## src/rtl/color_pkg.sv

```systemverilog
// Shared definitions for the colour channel sequencer: filter-select codes,
// channel indices, FSM state encoding and channel-search helpers.
package color_pkg;

    // S2/S3 codes driven to the sensor, {s2, s3}
    localparam logic [1:0] FILT_RED   = 2'b00;
    localparam logic [1:0] FILT_GREEN = 2'b11;
    localparam logic [1:0] FILT_BLUE  = 2'b01;
    localparam logic [1:0] FILT_CLEAR = 2'b10;

    // Channel indices, also the scan order and the SCAN_MASK bit positions
    localparam logic [1:0] CH_R = 2'd0;
    localparam logic [1:0] CH_G = 2'd1;
    localparam logic [1:0] CH_B = 2'd2;
    localparam logic [1:0] CH_C = 2'd3;

    localparam int NUM_CH = 4;

    typedef enum logic [2:0] {
        ST_IDLE    = 3'd0,
        ST_SETTLE  = 3'd1,
        ST_COUNT   = 3'd2,
        ST_STORE   = 3'd3,
        ST_PUBLISH = 3'd4
    } state_t;

    // Filter-select code for a channel index
    function automatic logic [1:0] filt_code(input logic [1:0] ch);
        logic [1:0] code;
        case (ch)
            CH_R:    code = FILT_RED;
            CH_G:    code = FILT_GREEN;
            CH_B:    code = FILT_BLUE;
            default: code = FILT_CLEAR;
        endcase
        return code;
    endfunction

    // Lowest enabled channel at or above 'start'; returns {found, index}
    function automatic logic [2:0] find_ch(input logic [3:0] mask, input logic [2:0] start);
        logic [2:0] hit;
        hit = 3'b000;
        for (int i = NUM_CH - 1; i >= 0; i--) begin
            if ((i >= int'(start)) && mask[i]) begin
                hit = {1'b1, 2'(i)};
            end
        end
        return hit;
    endfunction

endpackage

```

## src/rtl/edge_sync.sv

```systemverilog
// Two-flop synchroniser for the asynchronous sensor output followed by a
// rising-edge detector. pulse is high for one clk when the synchronised
// level goes 0 -> 1.
module edge_sync (
    input  logic clk,
    input  logic rst,
    input  logic din,
    output logic pulse
);

    logic meta;
    logic sync;
    logic prev;

    // Synchroniser chain plus one delayed copy for edge detection
    always_ff @(posedge clk or posedge rst) begin
        if (rst) begin
            meta <= 1'b0;
            sync <= 1'b0;
            prev <= 1'b0;
        end else begin
            meta <= din;
            sync <= meta;
            prev <= sync;
        end
    end

    assign pulse = sync & ~prev;

endmodule

```

## src/rtl/color_channel_sequencer.sv

```systemverilog
// Colour channel sequencer: steps the sensor filter through the enabled
// channels, counts synchronised rising edges of freq_in over a gate window
// per channel, and publishes one coherent set of counts per frame.
//
//   state      | meaning
//   -----------+-----------------------------------------------------------
//   ST_IDLE    | sensor disabled, waiting for run
//   ST_SETTLE  | filter just changed, edges ignored for SETTLE_CYCLES
//   ST_COUNT   | gate open for GATE_CYCLES, edges counted (saturating)
//   ST_STORE   | counter copied to the channel shadow, pick next channel
//   ST_PUBLISH | shadows copied to outputs, frame_valid pulsed next cycle
module color_channel_sequencer
    import color_pkg::*;
#(
    parameter int         GATE_CYCLES   = 100000,
    parameter int         SETTLE_CYCLES = 1000,
    parameter int         CNT_W         = 16,
    parameter logic [3:0] SCAN_MASK     = 4'b1111
) (
    input  logic             clk,
    input  logic             rst,
    input  logic             run,
    input  logic             freq_in,
    output logic             s2,
    output logic             s3,
    output logic             sensor_oe_n,
    output logic [CNT_W-1:0] red_cnt,
    output logic [CNT_W-1:0] green_cnt,
    output logic [CNT_W-1:0] blue_cnt,
    output logic [CNT_W-1:0] clear_cnt,
    output logic             frame_valid,
    output logic             sat
);

    localparam int TMAX = (GATE_CYCLES > SETTLE_CYCLES) ? GATE_CYCLES : SETTLE_CYCLES;
    localparam int TW   = $clog2(TMAX + 1);

    // Timer counts down from N-1 to 0, so a state lasts exactly N cycles
    localparam logic [TW-1:0]    GATE_LD   = TW'(GATE_CYCLES - 1);
    localparam logic [TW-1:0]    SETTLE_LD = TW'(SETTLE_CYCLES - 1);
    localparam logic [CNT_W-1:0] CNT_MAX   = '1;
    localparam logic [2:0]       FIRST_HIT = find_ch(SCAN_MASK, 3'd0);

    state_t           state;
    state_t           state_nxt;
    logic [TW-1:0]    tmr;
    logic             tmr_tc;
    logic [1:0]       ch;
    logic [2:0]       nxt_hit;
    logic             edge_pulse;
    logic [CNT_W-1:0] acc;
    logic             sat_frame;
    logic [CNT_W-1:0] shadow [NUM_CH];

    logic             load_settle;
    logic             load_gate;
    logic             sel_en;
    logic [1:0]       sel_ch;
    logic             oe_off;
    logic             do_store;
    logic             do_publish;

    edge_sync u_edge_sync (
        .clk   (clk),
        .rst   (rst),
        .din   (freq_in),
        .pulse (edge_pulse)
    );

    assign tmr_tc  = (tmr == '0);
    assign nxt_hit = find_ch(SCAN_MASK, {1'b0, ch} + 3'd1);

    // State register
    always_ff @(posedge clk or posedge rst) begin
        if (rst) begin
            state <= ST_IDLE;
        end else begin
            state <= state_nxt;
        end
    end

    // Next-state decode and per-state control strobes
    always_comb begin
        state_nxt   = state;
        load_settle = 1'b0;
        load_gate   = 1'b0;
        sel_en      = 1'b0;
        sel_ch      = ch;
        oe_off      = 1'b0;
        do_store    = 1'b0;
        do_publish  = 1'b0;
        case (state)
            ST_IDLE: begin
                if (run && FIRST_HIT[2]) begin
                    state_nxt   = ST_SETTLE;
                    load_settle = 1'b1;
                    sel_en      = 1'b1;
                    sel_ch      = FIRST_HIT[1:0];
                end
            end
            ST_SETTLE: begin
                if (tmr_tc) begin
                    state_nxt = ST_COUNT;
                    load_gate = 1'b1;
                end
            end
            ST_COUNT: begin
                if (tmr_tc) begin
                    state_nxt = ST_STORE;
                end
            end
            ST_STORE: begin
                do_store = 1'b1;
                if (nxt_hit[2]) begin
                    state_nxt   = ST_SETTLE;
                    load_settle = 1'b1;
                    sel_en      = 1'b1;
                    sel_ch      = nxt_hit[1:0];
                end else begin
                    state_nxt = ST_PUBLISH;
                end
            end
            ST_PUBLISH: begin
                do_publish = 1'b1;
                if (run) begin
                    state_nxt   = ST_SETTLE;
                    load_settle = 1'b1;
                    sel_en      = 1'b1;
                    sel_ch      = FIRST_HIT[1:0];
                end else begin
                    state_nxt = ST_IDLE;
                    oe_off    = 1'b1;
                end
            end
            default: begin
                state_nxt = ST_IDLE;
                oe_off    = 1'b1;
            end
        endcase
    end

    // Settle/gate down-counter, reloaded on every state entry
    always_ff @(posedge clk or posedge rst) begin
        if (rst) begin
            tmr <= '0;
        end else if (load_settle) begin
            tmr <= SETTLE_LD;
        end else if (load_gate) begin
            tmr <= GATE_LD;
        end else if (!tmr_tc) begin
            tmr <= tmr - 1'b1;
        end
    end

    // Channel select, filter pins and sensor enable
    always_ff @(posedge clk or posedge rst) begin
        if (rst) begin
            ch          <= CH_R;
            s2          <= 1'b0;
            s3          <= 1'b0;
            sensor_oe_n <= 1'b1;
        end else if (sel_en) begin
            ch          <= sel_ch;
            {s2, s3}    <= filt_code(sel_ch);
            sensor_oe_n <= 1'b0;
        end else if (oe_off) begin
            sensor_oe_n <= 1'b1;
        end
    end

    // Saturating edge counter; sat_frame remembers any overflow attempt this frame
    always_ff @(posedge clk or posedge rst) begin
        if (rst) begin
            acc       <= '0;
            sat_frame <= 1'b0;
        end else begin
            if (load_gate) begin
                acc <= '0;
            end else if ((state == ST_COUNT) && edge_pulse) begin
                if (acc == CNT_MAX) begin
                    sat_frame <= 1'b1;
                end else begin
                    acc <= acc + 1'b1;
                end
            end
            if (do_publish) begin
                sat_frame <= 1'b0;
            end
        end
    end

    // Per-channel shadow registers; masked channels are never written
    always_ff @(posedge clk or posedge rst) begin
        if (rst) begin
            for (int i = 0; i < NUM_CH; i++) begin
                shadow[i] <= '0;
            end
        end else if (do_store) begin
            shadow[ch] <= acc;
        end
    end

    // Output registers change only on publish, together with the valid pulse
    always_ff @(posedge clk or posedge rst) begin
        if (rst) begin
            red_cnt     <= '0;
            green_cnt   <= '0;
            blue_cnt    <= '0;
            clear_cnt   <= '0;
            sat         <= 1'b0;
            frame_valid <= 1'b0;
        end else begin
            frame_valid <= do_publish;
            if (do_publish) begin
                red_cnt   <= shadow[CH_R];
                green_cnt <= shadow[CH_G];
                blue_cnt  <= shadow[CH_B];
                clear_cnt <= shadow[CH_C];
                sat       <= sat_frame;
            end
        end
    end

endmodule
```

## config.mk

```make
export PLATFORM = sky130hd
export DESIGN_NAME = color_channel_sequencer
export DESIGN_NICKNAME = d
export VERILOG_FILES = /design/src/rtl/color_pkg.sv /design/src/rtl/edge_sync.sv /design/src/rtl/color_channel_sequencer.sv
export SDC_FILE = /design/constraint.sdc
export NUM_CORES = 1
export LEC_CHECK = 0
export ABC_CLOCK_PERIOD_IN_PS = 7400
export CAP_MARGIN = 20
export CORE_MARGIN = 2
export CORE_UTILIZATION = 45
export DETAILED_ROUTE_END_ITERATION = 6
export PLACE_DENSITY = 0.64
export SLEW_MARGIN = 40
export SYNTH_ARGS = -nofsm -noshare
export SYNTH_HDL_FRONTEND = slang
export SYNTH_SLANG_ARGS = --single-unit
```

## constraint.sdc

```tcl
create_clock -name clk -period 7.4 [get_ports clk]
set_input_delay 1.48 -clock clk [delete_from_list [all_inputs] [get_ports clk]]
set_output_delay 1.48 -clock clk [all_outputs]
set_load 0.05 [all_outputs]
```

==> run metrics <==
Critical Path End Type output pin; syn avg cell area ~14 um^2; fmax between 300 and 400 MHz; die height around 130 um; Skew-Pair Late Insertion Delay roughly 0.42 ns; minimum clock period 3.219 ns; crit path DAT 1.74 ns; Synth async-reset ratio 100.0%; CTS Sinks between 150 and 200; max-cap violations 0; CP bufs+invs 1; Clock Pin Slew Worst Setup and Hold Paths 0.06 ns; row count 46; R2R setup slack about 5.3 ns; Post-Syn Nets 539; CTS tree yes; cts bufs inserted 17; # port buffers between 70 and 80; worst-path fanout max 2; core area 15710 um^2; Hold Startpoint u_edge_sync.meta$_DFF_PP0_; Clock Skew 0.008967 ns; Worst slew margin roughly 54%; Synth area leader dfrtp_1; P_leak 0.004086 uW; first-pass GRT wire length roughly 23000 um; routed wire length per instance between 15 and 20 um; Top FF cell, synth dfrtp_1; fin cells 829; overall power 1987 uW; worst endpoint required time 5.92 ns; pin count of the biggest net entering global routing 116; Antenna Cells 0; Worst Hold Class reg2reg; share of layout cells above drive strength 1 28.71%; CTS max path bufs 2; # fillers about 1300; count of different cell masters after synthesis 46; Vias 4350; WP depth 1; Worst Tran Pin Value between 0.6 and 0.7 ns; GR met2 Demand/Resource 27.35%; top-area cell type share of the netlist area 60.69%; Slowest cell on crit path clkdlybuf4s50_1; busiest layer in global routing met2; Slew Viols, Final 0; cells after synthesis between 500 and 600; Worst R2R Start tmr[0]$_DFFE_PP0P_; met1 Usage GRT approximately a quarter; Detail Route Antenna Nets 0; R2R depth 7; worst setup margin 4.181 ns; drt first pass iters 4; CTS Root Cell clkbuf_16; r2r endpoint state[0]$_DFFE_PP0P_; Layout area overhead 21.61%; CP Cell Sequence clkdlybuf4s50_1; vias in the first global route about 4400; Place WS between 3 and 4 ns; FF+latch count, synth 175; setup TNS 0 ns; RSZ-0062 raised after global routing false; via-per-instance ratio 5.247; EDFF count, synth 0; setup violators final 0; Final Hold Vio Count 0; Cell Pwr Density between 200 and 250 nW/um^2; Final Cycle Share 43.50%; count leader, synth dfrtp_1; Iteration-0 DRC Markers between 200 and 300; cts hold-fix bufs 0; die area 16970 um^2; commonest cells in the synthesized netlist 174 x dfrtp_1, 122 x mux2_2, 31 x nor2_1; VDD IR max 0.1940 mV; H-tree levels 4; Worst path max stage delay about 0.8 ns; status completed; grt ovf 0; CTS resizes 0; initial antenna violation count 0; Total Wirelength 13820 um; synthesized area ~7000 um^2; Largest delay share family, worst path buffers and inverters; GP Congestion ~0.82; total track usage 17.58%; initial core utilization 45.66%; synth warn 0; IO Count 73; DP HPWL 8921 um; post-synthesis sequential area ratio 61.06%; hold worst-path end u_edge_sync.sync$_DFF_PP0_; met3 Resource Use GR 4.756%; post-CTS setup buffer count 0; Post-route DRC 0; Critical Setup Path Class reg2out; hold path cells 0; Die X-Extent 130.3 um; top area cells in the synthesized netlist dfrtp_1 61%, mux2_2 19%, xnor2_1 2.1%; Critical Path Start Type flip-flop; Final nets 610; dpl cells 797
layout make-up:
type	instances	area, um^2	share of cell area [%]
Sequential cell	175	4380	50.21
Multi-Input combinational cell	320	2653	30.40
Timing Repair Buffer	80	793.3	9.092
Clock buffer	20	456.7	5.234
Tap cell	216	270.3	3.098
Clock inverter	11	132.6	1.520
Inverter	7	38.79	0.4446
cells by family after synthesis:
kind of cell / after synthesis / share of synthesized area, %
flip-flops: 175 / 61.06
multiplexers: 133 / 21.03
AND/OR/NAND/NOR: 131 / 9.871
buffers and inverters: 35 / 2.180
AO/OA/AOI/OAI: 30 / 2.424
XOR/XNOR: 21 / 2.564
adder cells (fa/ha/maj): 5 / 0.8720
how the worst max path moves through the flow:
stage,start,to
final,sensor_oe_n$_DFFE_PP1P_,sensor_oe_n
after CTS,sensor_oe_n$_DFFE_PP1P_,sensor_oe_n
after global routing,sensor_oe_n$_DFFE_PP1P_,sensor_oe_n
after detailed placement,rst,red_cnt[11]$_DFFE_PP0P_
after floorplan,rst,acc[0]$_DFFE_PP0P_
after global placement,rst,red_cnt[10]$_DFFE_PP0P_
per-stage QoR:
step	util, %	area, um^2	hold WS, ns
2_1_floorplan	-	7174	0.3312
3_3_place_gp	51.52	8095	0.3386
3_5_place_dp	51.62	8110	0.3556
4_1_cts	55.37	8700	0.3704
5_1_grt	55.53	8725	0.3708
6_report	55.53	8725	0.3636
sequential cells by signal, summed over array words and instances (netlist names), 2 cells and up:
| signal | flops |
|---|---|
| shadow | 64 |
| acc | 16 |
| clear_cnt | 16 |
| state | 3 |
| ch | 2 |
| green_cnt | 16 |
| red_cnt | 16 |
| tmr | 17 |
| blue_cnt | 16 |
cells in the final DEF (no fill, tap or decap), types with 2 or more instances in the layout:
master,synthesis,routed
xor2_1,4,4
nor4_1,10,10
mux2i_1,3,3
nor3_1,13,13
ha_1,5,5
o211ai_1,3,3
mux2_1,4,4
nor4b_1,3,3
dfrtp_1,174,174
and3_1,2,2
nor3b_2,1,3
a211oi_1,2,2
and2_1,2,2
nand2_1,29,29
o21bai_1,2,2
nand2b_1,6,6
nand3_1,9,9
inv_1,7,6
clkbuf_8,0,2
inv_6,0,2
o21ai_0,11,11
buf_4,1,7
nand4_1,8,8
bufinv_16,0,2
nor4_2,2,2
mux2_2,122,122
and4_1,4,4
nor2_1,31,31
xnor2_1,17,17
clkinv_4,0,4
clkdlybuf4s50_1,0,72
mux2_4,4,4
clkinvlp_4,0,2
clkbuf_16,0,17
a21oi_1,9,8
report_power, final:
group	internal, uW	leakage [uW]	switching (uW)
logic	36.6	0.00140	54.7
clock network	517	0.000283	368
registers	981	0.00240	30.7
total	1530	0.00409	453
metal layers:
metal | wire (um) | share of wire, %
met4 | 133 | 0.96
met5 | 0 | 0
met3 | 438 | 3.2
met2 | 6796 | 49
met1 | 6449 | 47
No activity file was read; power rests on OpenSTA's default activity.
